## src/rtl/pwm_peripheral_pkg.sv

```systemverilog
// pwm_pkg: shared constants and helpers for the PWM peripheral.
//   PWM_CNT_W        - PWM counter / duty width
//   DUTY_FULL        - duty code meaning "always on"
//   PRESCALE_DEFAULT - default clk cycles per PWM counter step
//   prescale_width() - width of the prescaler counter for a given PRESCALE
package pwm_pkg;

  localparam int unsigned PWM_CNT_W        = 8;
  localparam logic [PWM_CNT_W-1:0] DUTY_FULL = 8'hFF;
  localparam int unsigned PRESCALE_DEFAULT = 13;

  // Prescaler counts 0..prescale-1; at least one bit even when prescale==1.
  function automatic int unsigned prescale_width(input int unsigned prescale);
    int unsigned w;
    w = $clog2(prescale);
    return (w < 1) ? 1 : w;
  endfunction

endpackage

```

## src/rtl/pwm_peripheral_if.sv

```systemverilog
// pwm_peripheral_if: configuration register bundle from the SPI register block.
//   en_reg_out_7_0  / en_reg_out_15_8 - per-pin output enable
//   en_reg_pwm_7_0  / en_reg_pwm_15_8 - per-pin PWM select (0 = static high)
//   pwm_duty_cycle                    - shared duty value
// master: register block side (drives); slave: PWM peripheral side (samples).
interface pwm_peripheral_if;

  logic [7:0] en_reg_out_7_0;
  logic [7:0] en_reg_out_15_8;
  logic [7:0] en_reg_pwm_7_0;
  logic [7:0] en_reg_pwm_15_8;
  logic [7:0] pwm_duty_cycle;

  modport master (
    output en_reg_out_7_0,
    output en_reg_out_15_8,
    output en_reg_pwm_7_0,
    output en_reg_pwm_15_8,
    output pwm_duty_cycle
  );

  modport slave (
    input en_reg_out_7_0,
    input en_reg_out_15_8,
    input en_reg_pwm_7_0,
    input en_reg_pwm_15_8,
    input pwm_duty_cycle
  );

endinterface

```

## src/rtl/pwm_peripheral_timebase.sv

```systemverilog
// pwm_timebase: prescaler, PWM period counter and period-aligned duty shadow.
//   clk, rst_n    - clock, synchronous active-low reset
//   duty_in       - duty value to capture at the start of each period
//   pwm_cnt       - PWM counter, advances once every PRESCALE clk cycles
//   duty_sh       - duty value in effect for the current period
//   period_start  - high on the first clk of each PWM period
module pwm_timebase
  import pwm_pkg::*;
#(
  parameter int unsigned PRESCALE = PRESCALE_DEFAULT,
  parameter int unsigned CNT_W    = PWM_CNT_W
) (
  input  logic             clk,
  input  logic             rst_n,
  input  logic [CNT_W-1:0] duty_in,
  output logic [CNT_W-1:0] pwm_cnt,
  output logic [CNT_W-1:0] duty_sh,
  output logic             period_start
);

  localparam int unsigned PRE_W = prescale_width(PRESCALE);
  localparam logic [PRE_W-1:0] PRE_LAST = PRE_W'(PRESCALE - 1);

  logic [PRE_W-1:0] pre_cnt_q, pre_cnt_d;
  logic [CNT_W-1:0] pwm_cnt_q, pwm_cnt_d;
  logic [CNT_W-1:0] duty_sh_q, duty_sh_d;
  logic             tick;

  assign tick         = (pre_cnt_q == PRE_LAST);
  assign period_start = (pre_cnt_q == '0) && (pwm_cnt_q == '0);

  always_comb begin
    pre_cnt_d = pre_cnt_q + PRE_W'(1);
    pwm_cnt_d = pwm_cnt_q;
    duty_sh_d = duty_sh_q;
    if (tick) begin
      pre_cnt_d = '0;
      pwm_cnt_d = pwm_cnt_q + CNT_W'(1);  // natural 255 -> 0 wrap
    end
    // Duty is only taken at the period boundary so mid-period writes never
    // shorten or stretch the pulse already in progress.
    if (period_start) begin
      duty_sh_d = duty_in;
    end
  end

  always_ff @(posedge clk) begin
    if (!rst_n) begin
      pre_cnt_q <= '0;
      pwm_cnt_q <= '0;
      duty_sh_q <= '0;
    end else begin
      pre_cnt_q <= pre_cnt_d;
      pwm_cnt_q <= pwm_cnt_d;
      duty_sh_q <= duty_sh_d;
    end
  end

  assign pwm_cnt = pwm_cnt_q;
  assign duty_sh = duty_sh_q;

endmodule

```

## src/rtl/pwm_peripheral.sv

```systemverilog
// pwm_peripheral: one shared 8-bit PWM waveform fanned out to 16 pins.
//   clk, rst_n - clock, synchronous active-low reset
//   cfg        - SPI configuration registers (enable, PWM select, duty)
//   out        - registered pin drive; bit i: disabled -> 0,
//                enabled static -> 1, enabled PWM -> shared PWM signal
module pwm_peripheral
  import pwm_pkg::*;
#(
  parameter int unsigned PRESCALE = PRESCALE_DEFAULT,
  parameter int unsigned CNT_W    = PWM_CNT_W
) (
  input  logic                clk,
  input  logic                rst_n,
  pwm_peripheral_if.slave     cfg,
  output logic [15:0]         out
);

  logic [CNT_W-1:0] pwm_cnt;
  logic [CNT_W-1:0] duty_sh;
  logic             period_start;
  logic             pwm_sig;
  logic [15:0]      en_out;
  logic [15:0]      en_pwm;
  logic [15:0]      out_q, out_d;

  pwm_timebase #(
    .PRESCALE (PRESCALE),
    .CNT_W    (CNT_W)
  ) u_timebase (
    .clk          (clk),
    .rst_n        (rst_n),
    .duty_in      (cfg.pwm_duty_cycle),
    .pwm_cnt      (pwm_cnt),
    .duty_sh      (duty_sh),
    .period_start (period_start)
  );

  assign en_out = {cfg.en_reg_out_15_8, cfg.en_reg_out_7_0};
  assign en_pwm = {cfg.en_reg_pwm_15_8, cfg.en_reg_pwm_7_0};

  // Full-scale duty is forced on so 0xFF means a true 100%, not 255/256.
  assign pwm_sig = (duty_sh == DUTY_FULL) | (pwm_cnt < duty_sh);

  always_comb begin
    out_d = '0;
    for (int unsigned i = 0; i < 16; i++) begin
      if (!en_out[i]) begin
        out_d[i] = 1'b0;
      end else if (!en_pwm[i]) begin
        out_d[i] = 1'b1;
      end else begin
        out_d[i] = pwm_sig;
      end
    end
  end

  always_ff @(posedge clk) begin
    if (!rst_n) begin
      out_q <= '0;
    end else begin
      out_q <= out_d;
    end
  end

  assign out = out_q;

endmodule

```

## src/flat_wrapper.sv

```systemverilog
// flat-port wrapper written by rule: the top's interface ports become plain ports
module pwm_peripheral_flat import pwm_pkg::*;
#(
  parameter int unsigned PRESCALE = PRESCALE_DEFAULT,
  parameter int unsigned CNT_W    = PWM_CNT_W
)
  (clk, rst_n, out, cfg_en_reg_out_7_0, cfg_en_reg_out_15_8, cfg_en_reg_pwm_7_0, cfg_en_reg_pwm_15_8, cfg_pwm_duty_cycle);
  pwm_peripheral_if cfg_i ();
  input  logic clk;
  input  logic rst_n;
  output logic [15:0] out;
  input wire logic [$bits(cfg_i.en_reg_out_7_0)-1:0] cfg_en_reg_out_7_0;
  input wire logic [$bits(cfg_i.en_reg_out_15_8)-1:0] cfg_en_reg_out_15_8;
  input wire logic [$bits(cfg_i.en_reg_pwm_7_0)-1:0] cfg_en_reg_pwm_7_0;
  input wire logic [$bits(cfg_i.en_reg_pwm_15_8)-1:0] cfg_en_reg_pwm_15_8;
  input wire logic [$bits(cfg_i.pwm_duty_cycle)-1:0] cfg_pwm_duty_cycle;
  assign cfg_i.en_reg_out_7_0 = cfg_en_reg_out_7_0;
  assign cfg_i.en_reg_out_15_8 = cfg_en_reg_out_15_8;
  assign cfg_i.en_reg_pwm_7_0 = cfg_en_reg_pwm_7_0;
  assign cfg_i.en_reg_pwm_15_8 = cfg_en_reg_pwm_15_8;
  assign cfg_i.pwm_duty_cycle = cfg_pwm_duty_cycle;
  pwm_peripheral #(.PRESCALE(PRESCALE), .CNT_W(CNT_W)) u_core (.clk(clk), .rst_n(rst_n), .cfg(cfg_i), .out(out));
endmodule
```

## config.mk

```make
export PLATFORM = sky130hd
export DESIGN_NAME = pwm_peripheral_flat
export DESIGN_NICKNAME = d
export VERILOG_FILES = /design/src/rtl/pwm_peripheral_pkg.sv /design/src/rtl/pwm_peripheral_if.sv /design/src/rtl/pwm_peripheral_timebase.sv /design/src/rtl/pwm_peripheral.sv /design/src/flat_wrapper.sv
export SDC_FILE = /design/constraint.sdc
export NUM_CORES = 1
export LEC_CHECK = 0
export BUFFER_PORTS_ARGS = -buffer_cell sky130_fd_sc_hd__buf_4
export CAP_MARGIN = 20
export CELL_PAD_IN_SITES_DETAIL_PLACEMENT = 0
export CELL_PAD_IN_SITES_GLOBAL_PLACEMENT = 2
export CORE_AREA = 4 4 85 87
export CTS_CLUSTER_SIZE = 12
export DETAILED_ROUTE_END_ITERATION = 8
export DIE_AREA = 0 0 89 91
export PLACE_DENSITY = 0.84
export SYNTH_ARGS = -nofsm -noshare
export SYNTH_HDL_FRONTEND = slang
export SYNTH_SLANG_ARGS = --single-unit
```

## constraint.sdc

```tcl
create_clock -name clk -period 1.8 [get_ports clk]
set_clock_uncertainty 0.05 [all_clocks]
set_input_delay 0.18 -clock clk [delete_from_list [all_inputs] [get_ports clk]]
set_output_delay 0.18 -clock clk [all_outputs]
set_load 0.02 [all_outputs]
```

; Word level (Yosys, flattened, before mapping)
; Cells that the tools add are included.
[totals]
reg_bits = 36
elab_cells = 62
[classes]
n_bitwise = 2
n_eq_ne = 2
n_lt_le_gt_ge = 1
reduce_logical = 20
muxes = 16
addsub = 2
[op_table]
columns = operator, count
row1 = $reduce_and 2->1, 16
row2 = $mux 1, 16
row3 = $add 8x1->8 const B, 1
row4 = $eq 8x8->1 const B, 1
row5 = $logic_not 8->1, 1
row6 = $lt 8x8->1, 1
row7 = $add 4x1->4 const B, 1
row8 = $eq 4x4->1 const B, 1
row9 = $logic_not 4->1, 1
row10 = $reduce_or 2->1, 1
row11 = $logic_and 1x1->1, 1
row12 = $not 1->1, 1
row13 = $or 1x1->1, 1

; Longest topological paths before layout
; Gate-level depths: netlist of the first run.
[logic_depth]
ltp_word = 3
depth_mapped = 7

; Cells and area by module
; A second synthesis of the first run with hierarchy kept.
[hier_totals]
hier_cells = 176
hier_area_um2 = 1637.8
[modules_own_cells]
columns = module, n_inst, area_per_inst_um2, seq_area_each_um2, cells_per_inst
row1 = pwm_timebase, 1, 880.8, 400.4, 98
row2 = pwm_peripheral, 1, 757.0, 320.3, 78

; Worst setup path before layout of the first run
; No wires, ideal clock.
[synth_timing]
path_kind = register -> register
from = register u_core.u_timebase.duty_sh_q[6] (netlist: u_core.u_timebase.duty_sh[6])
to = register u_core.out_q[0] (netlist: u_core.out[0])
path_buffers = 1
stages_incl_launch_ff = 8
arrival_time_ps = 1554
setup_slack_ps = 81
cell_sequence = dfxtp_1 -> inv_1 -> ha_1 -> and4_1 -> o21ai_1 -> o32ai_4 -> buf_6 -> a21oi_2
[synth_via]
elab_chain_len = 3
[synth_rtl]
columns = element, line
row1 = start: declaration, pwm_peripheral_timebase.sv:26  ; logic [CNT_W-1:0] duty_sh_q, duty_sh_d;
row2 = start signal: assignment, pwm_peripheral_timebase.sv:55  ; duty_sh_q <= duty_sh_d;
row3 = $lt 8x8->1 or $eq 8x8->1 (tied branches), pwm_peripheral.sv:42  ; assign pwm_sig = (duty_sh == DUTY_FULL) | (pwm_cnt < duty_sh);
row4 = $or 1x1->1 *, pwm_peripheral.sv:42
row5 = $mux 1 *, pwm_peripheral.sv:49  ; end else if (!en_pwm[i]) begin
row6 = end signal: assignment, pwm_peripheral.sv:61  ; out_q <= out_d;
row7 = end: declaration, pwm_peripheral.sv:24  ; logic [15:0] out_q, out_d;
; Every way passes the cells marked *; elsewhere a longest branch is shown, timed or not.
; A chain may end at the register's enable or synchronous reset.

; Worst setup path in the final report of the first run
[layout_timing]
from = register u_core.u_timebase.duty_sh_q[5] (netlist: u_core.u_timebase.duty_sh[5])
to = register u_core.out_q[10] (netlist: u_core.out[10])
; Same word-level chain as after synthesis.

==> out/metrics.yaml, run 1 <==
grt.overflow.total: 0
pwr-share-seq: 0.439
antenna_cells: 0
synth.yosys.seq_area_share: 0.441
tightest_slew_ns: 0.344
rsz0062_at_grt: "yes"
min_from: "cfg_en_reg_out_7_0[2]"
cap_viol_max_count: 0
r2r_start: "u_core.u_timebase.duty_sh[5]"
fin_nets: 303
multi_input_area_um2: 868
syn-num-nets: 220
antenna_found_initial: 0
die_y_um: 91
met2_usage: 0.163
netlist_area_mm2: 0.00163
initial_core_util: 0.257
avgRoutedWirePerCell_um: 11.3
globalRouteTotalUtil: 0.0962
core_mm2: 0.00635
period_share: 0.967
finalCoreUtilization: 0.399
synth_warnings: 0
path_clk_slew_ns: 0.07
worstPathRequired_ns: 1.93
antenna_left: 0
async_reset_ff_frac: 0
critPathSlowestCell: "o32ai_4"
die_area_mm2: 0.00810
cts_sinks: 36
ios: 58
fin_crit_ns: 1.74
p_int_w: 0.00150
yosys_register_bits: 36
synthCells: 167
slowest_delay_ns: 0.37
portBuffers: 57
met3_usage: 0.0416
cp_cell_sequence: "inv_2, ha_1, and4_1, o21ai_2, o32ai_4, clkbuf_16, a21oi_2"
grt_max_degree: 36
area_delta_synth_final_pct: 55.2
vias_per_cell: 4.26
r2r_slack_ns: 0.06
rr_endpoint: "u_core.out[10]"
outcome: "complete, no violations"
slew_violations: 0
layout-drive-gt1-share: 0.394
cp.arrival_ns: 1.88
worst_setup_path_end_kind: "register"
clkLatencyLatePin_ns: 0.29
power_frac_comb: 0.212
drt_pass1_iterations: 4
cts_tree: "done"
busiest_layer: "met2"
place_area_mm2: 0.00219
start_kind: "register"
rows: 29
syn_avg_cell_area_um2: 9.78
clock_path_buffers: 2
die_x_um: 89
ys_types: 34
static-leakage-power_nw: 1.13
vias: 1398
gp_congestion: 0.735
ff2ff_path_depth: 7
timing.fmax_mhz: 575
holdCritPathClass: "in2reg"
cts_buffers: 5
sw_frac_of_total: 0.250
max-slew-margin-rel: 0.770
seqCellArea_um2: 728
fin_area_mm2: 0.00253
fill_cells: 633
drc: 0
dp_hpwl_mm: 2.68
grt_pass1_vias: 1405
hold_violations: 0
worst-path-max-fanout: 8
wl_mm: 3.71
ir_drop_mv: 0.382
hold_depth: 3
p_switching_w: 0.000500
use_met1: 0.101
cts.htree.levels: 2
synth_edf_count: 0
layout_commonest_cell: "buf_4"
grt_pass1_wl_mm: 6.12
final_cell_mix: "buf_4 (64), dfxtp_1 (30), nand2_1 (21), dlygate4sd3_1 (16), a21oi_2 (11)"
path_class: "reg2reg"
drt_iter0_markers: 41
synth_top_flop_cell: "dfxtp_1"
min_to: "u_core.out[2]"
setup_violations: 0
clockPowerShare: 0.349
p_per_area_mw_per_mm2: 787
root_buffer: "clkbuf_8"
what timing repair did:
action / 4_1_cts / 5_1_grt
endpoints found under the setup margin: 0 / 16
setup buffers: 0 / 1
endpoints found under the hold margin: 16 / 0
resized for setup: 0 / 12
hold buffers: 16 / 0
critical path: cells and delay by family, from the launching register on:
kind	cells	cell delay (ns)
AOI/OAI and AO/OA	3	0.49
DFF	1	0.35
adders and majority gates	1	0.27
buffers and inverters	2	0.28
and+or+nand+nor	1	0.20
metrics by stage:
| step | hold WS [ns] | cells | setup TNS [ns] | setup slack [ns] | total power [W] |
|---|---|---|---|---|---|
| final | 0.0698 | 328 | 0 | 0.0594 | 0.00200 |
| after global routing | 0.0604 | 328 | -0.237 | -0.0345 | 0.00211 |
| after CTS | 0.0555 | 326 | 0 | 0.0479 | 0.00200 |
| after detailed placement | 0.301 | 302 | 0 | 0.0615 | 0.00126 |
| after global placement | 0.300 | 302 | 0 | 0.0930 | 0.00126 |
| after floorplan | 0.208 | 167 | 0 | 0.0807 | 0.00110 |
flip-flops by register name (all words and copies together), names as in the netlist:
signal	count
u_core.out	16
u_core.u_timebase.duty_sh	8
u_core.u_timebase.pre_cnt_q	4
u_core.u_timebase.pwm_cnt	8
metal layers:
layer / part of all wire / vias up
li1: - / 731
met1: 0.41 / 623
met2: 0.50 / 37
met3: 0.078 / 7
met4: 0.019 / 0
met5: 0 / -
power by group through the flow:
stage               combinational, W  sequential (W)  clock, W
floorplan                   0.000177        0.000920         0
global placement            0.000367        0.000892         0
detailed placement          0.000370        0.000893         0
CTS                         0.000397        0.000874  0.000731
global route                0.000464        0.000882  0.000768
finish                      0.000424        0.000876  0.000696
worst max-delay path by stage:
stage,startpoint,end,slack [ns],depth (start not counted)
2_1_floorplan,u_core.u_timebase.duty_sh[6],u_core.out[0],0.08,7
3_3_place_gp,u_core.u_timebase.duty_sh[5],u_core.out[3],0.09,7
3_5_place_dp,u_core.u_timebase.duty_sh[7],u_core.out[3],0.06,7
4_1_cts,u_core.u_timebase.duty_sh[6],u_core.out[3],0.05,7
5_1_grt,u_core.u_timebase.duty_sh[5],u_core.out[12],-0.03,7
6_report,u_core.u_timebase.duty_sh[5],u_core.out[10],0.06,7
synth_stat cells (2+ instances only):
| cell type | number | area [um^2] |
|---|---|---|
| mux2i_1 | 8 | 80.1 |
| nor3_1 | 2 | 10.0 |
| inv_1 | 12 | 45.0 |
| nor2b_1 | 8 | 50.1 |
| xnor2_1 | 5 | 43.8 |
| a21boi_0 | 2 | 15.0 |
| nand3_1 | 2 | 10.0 |
| clkbuf_1 | 4 | 15.0 |
| and3_1 | 3 | 18.8 |
| a21oi_2 | 10 | 87.6 |
| nand4_1 | 5 | 31.3 |
| nor2_1 | 4 | 15.0 |
| o21ai_0 | 2 | 10.0 |
| xor2_1 | 2 | 17.5 |
| and2_1 | 7 | 43.8 |
| a21oi_1 | 8 | 40.0 |
| nand2_1 | 21 | 78.8 |
| ha_1 | 11 | 138 |
| dfxtp_1 | 36 | 721 |
cell families (layout without fill, tap and decap cells):
family / after synthesis / in the layout / synth area share
simple gates: 58 / 58 / 0.190
flops: 36 / 36 / 0.441
compound gates: 29 / 29 / 0.151
buf+inv: 18 / 102 / 0.0467
fa+ha+maj: 11 / 11 / 0.0843
mux: 8 / 8 / 0.0490
xor+xnor: 7 / 7 / 0.0375
cell type report:
class | instances | area share
clock inverter | 3 | 0.0168
timing repair buffer | 82 | 0.270
multi-input combinational | 113 | 0.343
inverter | 12 | 0.0178
clock buffer | 5 | 0.0271
tap | 77 | 0.0380
sequential | 36 | 0.287
No activity file was read; power rests on OpenSTA's default activity.
==> run 2, diff against run 1 <==
Settings changed: ABC_AREA set to 1, CORE_AREA 4 4 85 87 to 2 2 89 91, DIE_AREA 0 0 89 91 to 0 0 91 93, PLACE_DENSITY 0.84 to 0.85.
==> out/metrics.yaml, run 2 <==
fill_cells: 874
grt_pass1_vias: 1509
cts_tree: "done"
dp_hpwl_mm: 3.13
finalPower_w: 0.00186
gp_congestion: 0.780
yosys.cell_count.top_type: "nand2_1"
ys_types: 25
avgRoutedWirePerCell_um: 10.5
initial_core_util: 0.244
vias: 1641
synth_top_cell_area_share: 0.392
r2r_slack_ns: 0.14
cap_viol_max_count: 0
layout_commonest_cell: "buf_4"
worst_setup_path_end_kind: "register"
hold_violations: 0
min_from: "cfg_en_reg_pwm_15_8[7]"
ir_drop_mv: 0.267
layout-drive-gt1-share: 0.334
r2r_start: "u_core.u_timebase.duty_sh[5]"
period_share: 0.923
outcome: "complete, no violations"
root_buffer: "clkbuf_8"
fin_nets: 360
fin_crit_ns: 1.66
path_class: "reg2reg"
start_kind: "register"
rsz0062_at_grt: "no"
setup_slack_ns: 0.138
cp.arrival_ns: 1.85
dr_wl_met2_mm: 2.00
antenna_found_initial: 0
top_layer_used: "met3"
setup_violations: 0
die_area_mm2: 0.00846
drt_pass1_iterations: 4
grt_pass1_wl_mm: 6.93
synth_edf_count: 0
area_delta_synth_final_pct: 37.0
max-slew-margin-rel: 0.782
syn-num-nets: 299
globalRouteTotalUtil: 0.101
postCtsSetupBuffers: 0
drt-met1-wl_mm: 2.10
final_cell_mix: "buf_4 (60), nand2_1 (56), inv_1 (53), dfxtp_1 (35), nand3_2 (18)"
die_x_um: 91
portBuffers: 57
clock_path_buffers: 2
ff2ff_path_depth: 9
drt_iter0_markers: 51
rr_endpoint: "u_core.out[5]"
path_clk_slew_ns: 0.08
vias_per_cell: 4.00
static-leakage-power_nw: 1.33
cts_buffers: 5
worstPathRequired_ns: 1.98
antenna_cells: 0
die_y_um: 93
fin_area_mm2: 0.00252
seqCellArea_um2: 722
grt_max_degree: 32
grt.overflow.total: 0
synth.yosys.seq_area_share: 0.392
antenna_left: 0
synth_common_cells: "nand2_1 (56), inv_1 (53), dfxtp_1 (36)"
cts_sinks: 36
multi_input_area_um2: 913
setup_tns_ns: 0
largest_reg_flops: 16
worst-path-max-fanout: 8
drc: 0
holdCritPathClass: "in2reg"
p_per_area_mw_per_mm2: 739
syn_avg_cell_area_um2: 7.47
timing.fmax_mhz: 602
rows: 32
met3WireLength_um: 215
synthCells: 246
place_area_mm2: 0.00236
cts.htree.levels: 2
clkLatencyLatePin_ns: 0.29
synth_warnings: 0
synth_top_flop_cell: "dfxtp_1"
hold_depth: 4
ios: 58
core_mm2: 0.00753
dpl_worst_slack_ns: 0.219
yosys_register_bits: 36
synth_area_leaders: "dfxtp_1 (39%), nand2_1 (11%), inv_1 (11%), ha_1 (7.5%), nand3_2 (6.5%)"
netlist_area_mm2: 0.00184
fin_hold_ws_ns: 0.104
min_to: "u_core.out[15]"
tightest_slew_ns: 0.327
synth_area_leader_cell: "dfxtp_1"
wl_mm: 4.31
slew_violations: 0
async_reset_ff_frac: 0
==> run 2: cell types whose count changed in the layout (fill, tap and decap cells not counted), sizes merged, moves of 8 or more <==
cell | previous run | this run
nor2b | 8 | 0
o21ai | 3 | 13
mux2i | 8 | 0
nor2 | 4 | 13
inv | 12 | 56
nand3 | 2 | 23
nand2 | 21 | 59
dlygate4sd3 | 16 | 0
==> run 2: critical path, stage by stage, from the launching register on <==
cell,delay [ns]
dfxtp_2,0.32
inv_1,0.12
ha_4,0.22
a21oi_2,0.14
nor2_1,0.08
nor3_4,0.29
nand2_4,0.19
nand3_2,0.11
nand2_1,0.05
inv_1,0.04
==> run 2: layer usage <==
metal | global-route usage | vias up
met5 | 0 | -
met4 | 0.0265 | 0
met3 | 0.0282 | 0
met2 | 0.164 | 42
met1 | 0.132 | 721
li1 | - | 878
==> run 2: through the flow <==
stage / cells / util
CTS: 409 / 0.326
finish: 410 / 0.334
floorplan: 246 / -
global route: 410 / 0.334
detailed placement: 401 / 0.313
global placement: 401 / 0.313
==> run 2: worst max path at each step <==
stage                                               from                           end  slack [ns]  depth (start not counted)
after floorplan             u_core.u_timebase.duty_sh[5]                 u_core.out[0]        0.32                         10
after global placement    u_core.u_timebase.pre_cnt_q[0]  u_core.u_timebase.duty_sh[1]        0.22                          7
after detailed placement    u_core.u_timebase.duty_sh[5]                 u_core.out[3]        0.22                          9
after CTS                   u_core.u_timebase.duty_sh[5]                 u_core.out[3]        0.20                          9
after global routing        u_core.u_timebase.duty_sh[5]                 u_core.out[5]       0.004                          9
final                       u_core.u_timebase.duty_sh[5]                 u_core.out[5]        0.14                          9
==> run 2: cells by family (layout without fill, tap and decap cells) <==
family / after synthesis / count (layout) / share of synthesized area
DFF: 36 / 36 / 0.392
buffers and inverters: 63 / 124 / 0.145
adders and majority gates: 11 / 11 / 0.0749
and+or+nand+nor: 103 / 104 / 0.287
xor gates and xnor gates: 3 / 3 / 0.0143
AOI/OAI and AO/OA: 30 / 30 / 0.0858
==> run 2: area by class of cell <==
class / count / share of cell area
Inverter: 56 / 0.0835
Clock inverter: 2 / 0.00398
Timing Repair Buffer: 60 / 0.179
Tap cell: 102 / 0.0507
Sequential cell: 36 / 0.287
Multi-Input combinational cell: 148 / 0.363
Clock buffer: 6 / 0.0328
==> run 2: report_power, final <==
| group | switching (W) | total [W] | internal, W |
|---|---|---|---|
| combinational | 0.000211 | 0.000383 | 0.000172 |
| sequential | 0.0000256 | 0.000877 | 0.000852 |
| clock | 0.000294 | 0.000600 | 0.000306 |
==> run 2: repair_timing <==
action,4_1_cts,5_1_grt
hold buffers,0,0
endpoints found under the setup margin,0,1
resized for setup,0,11
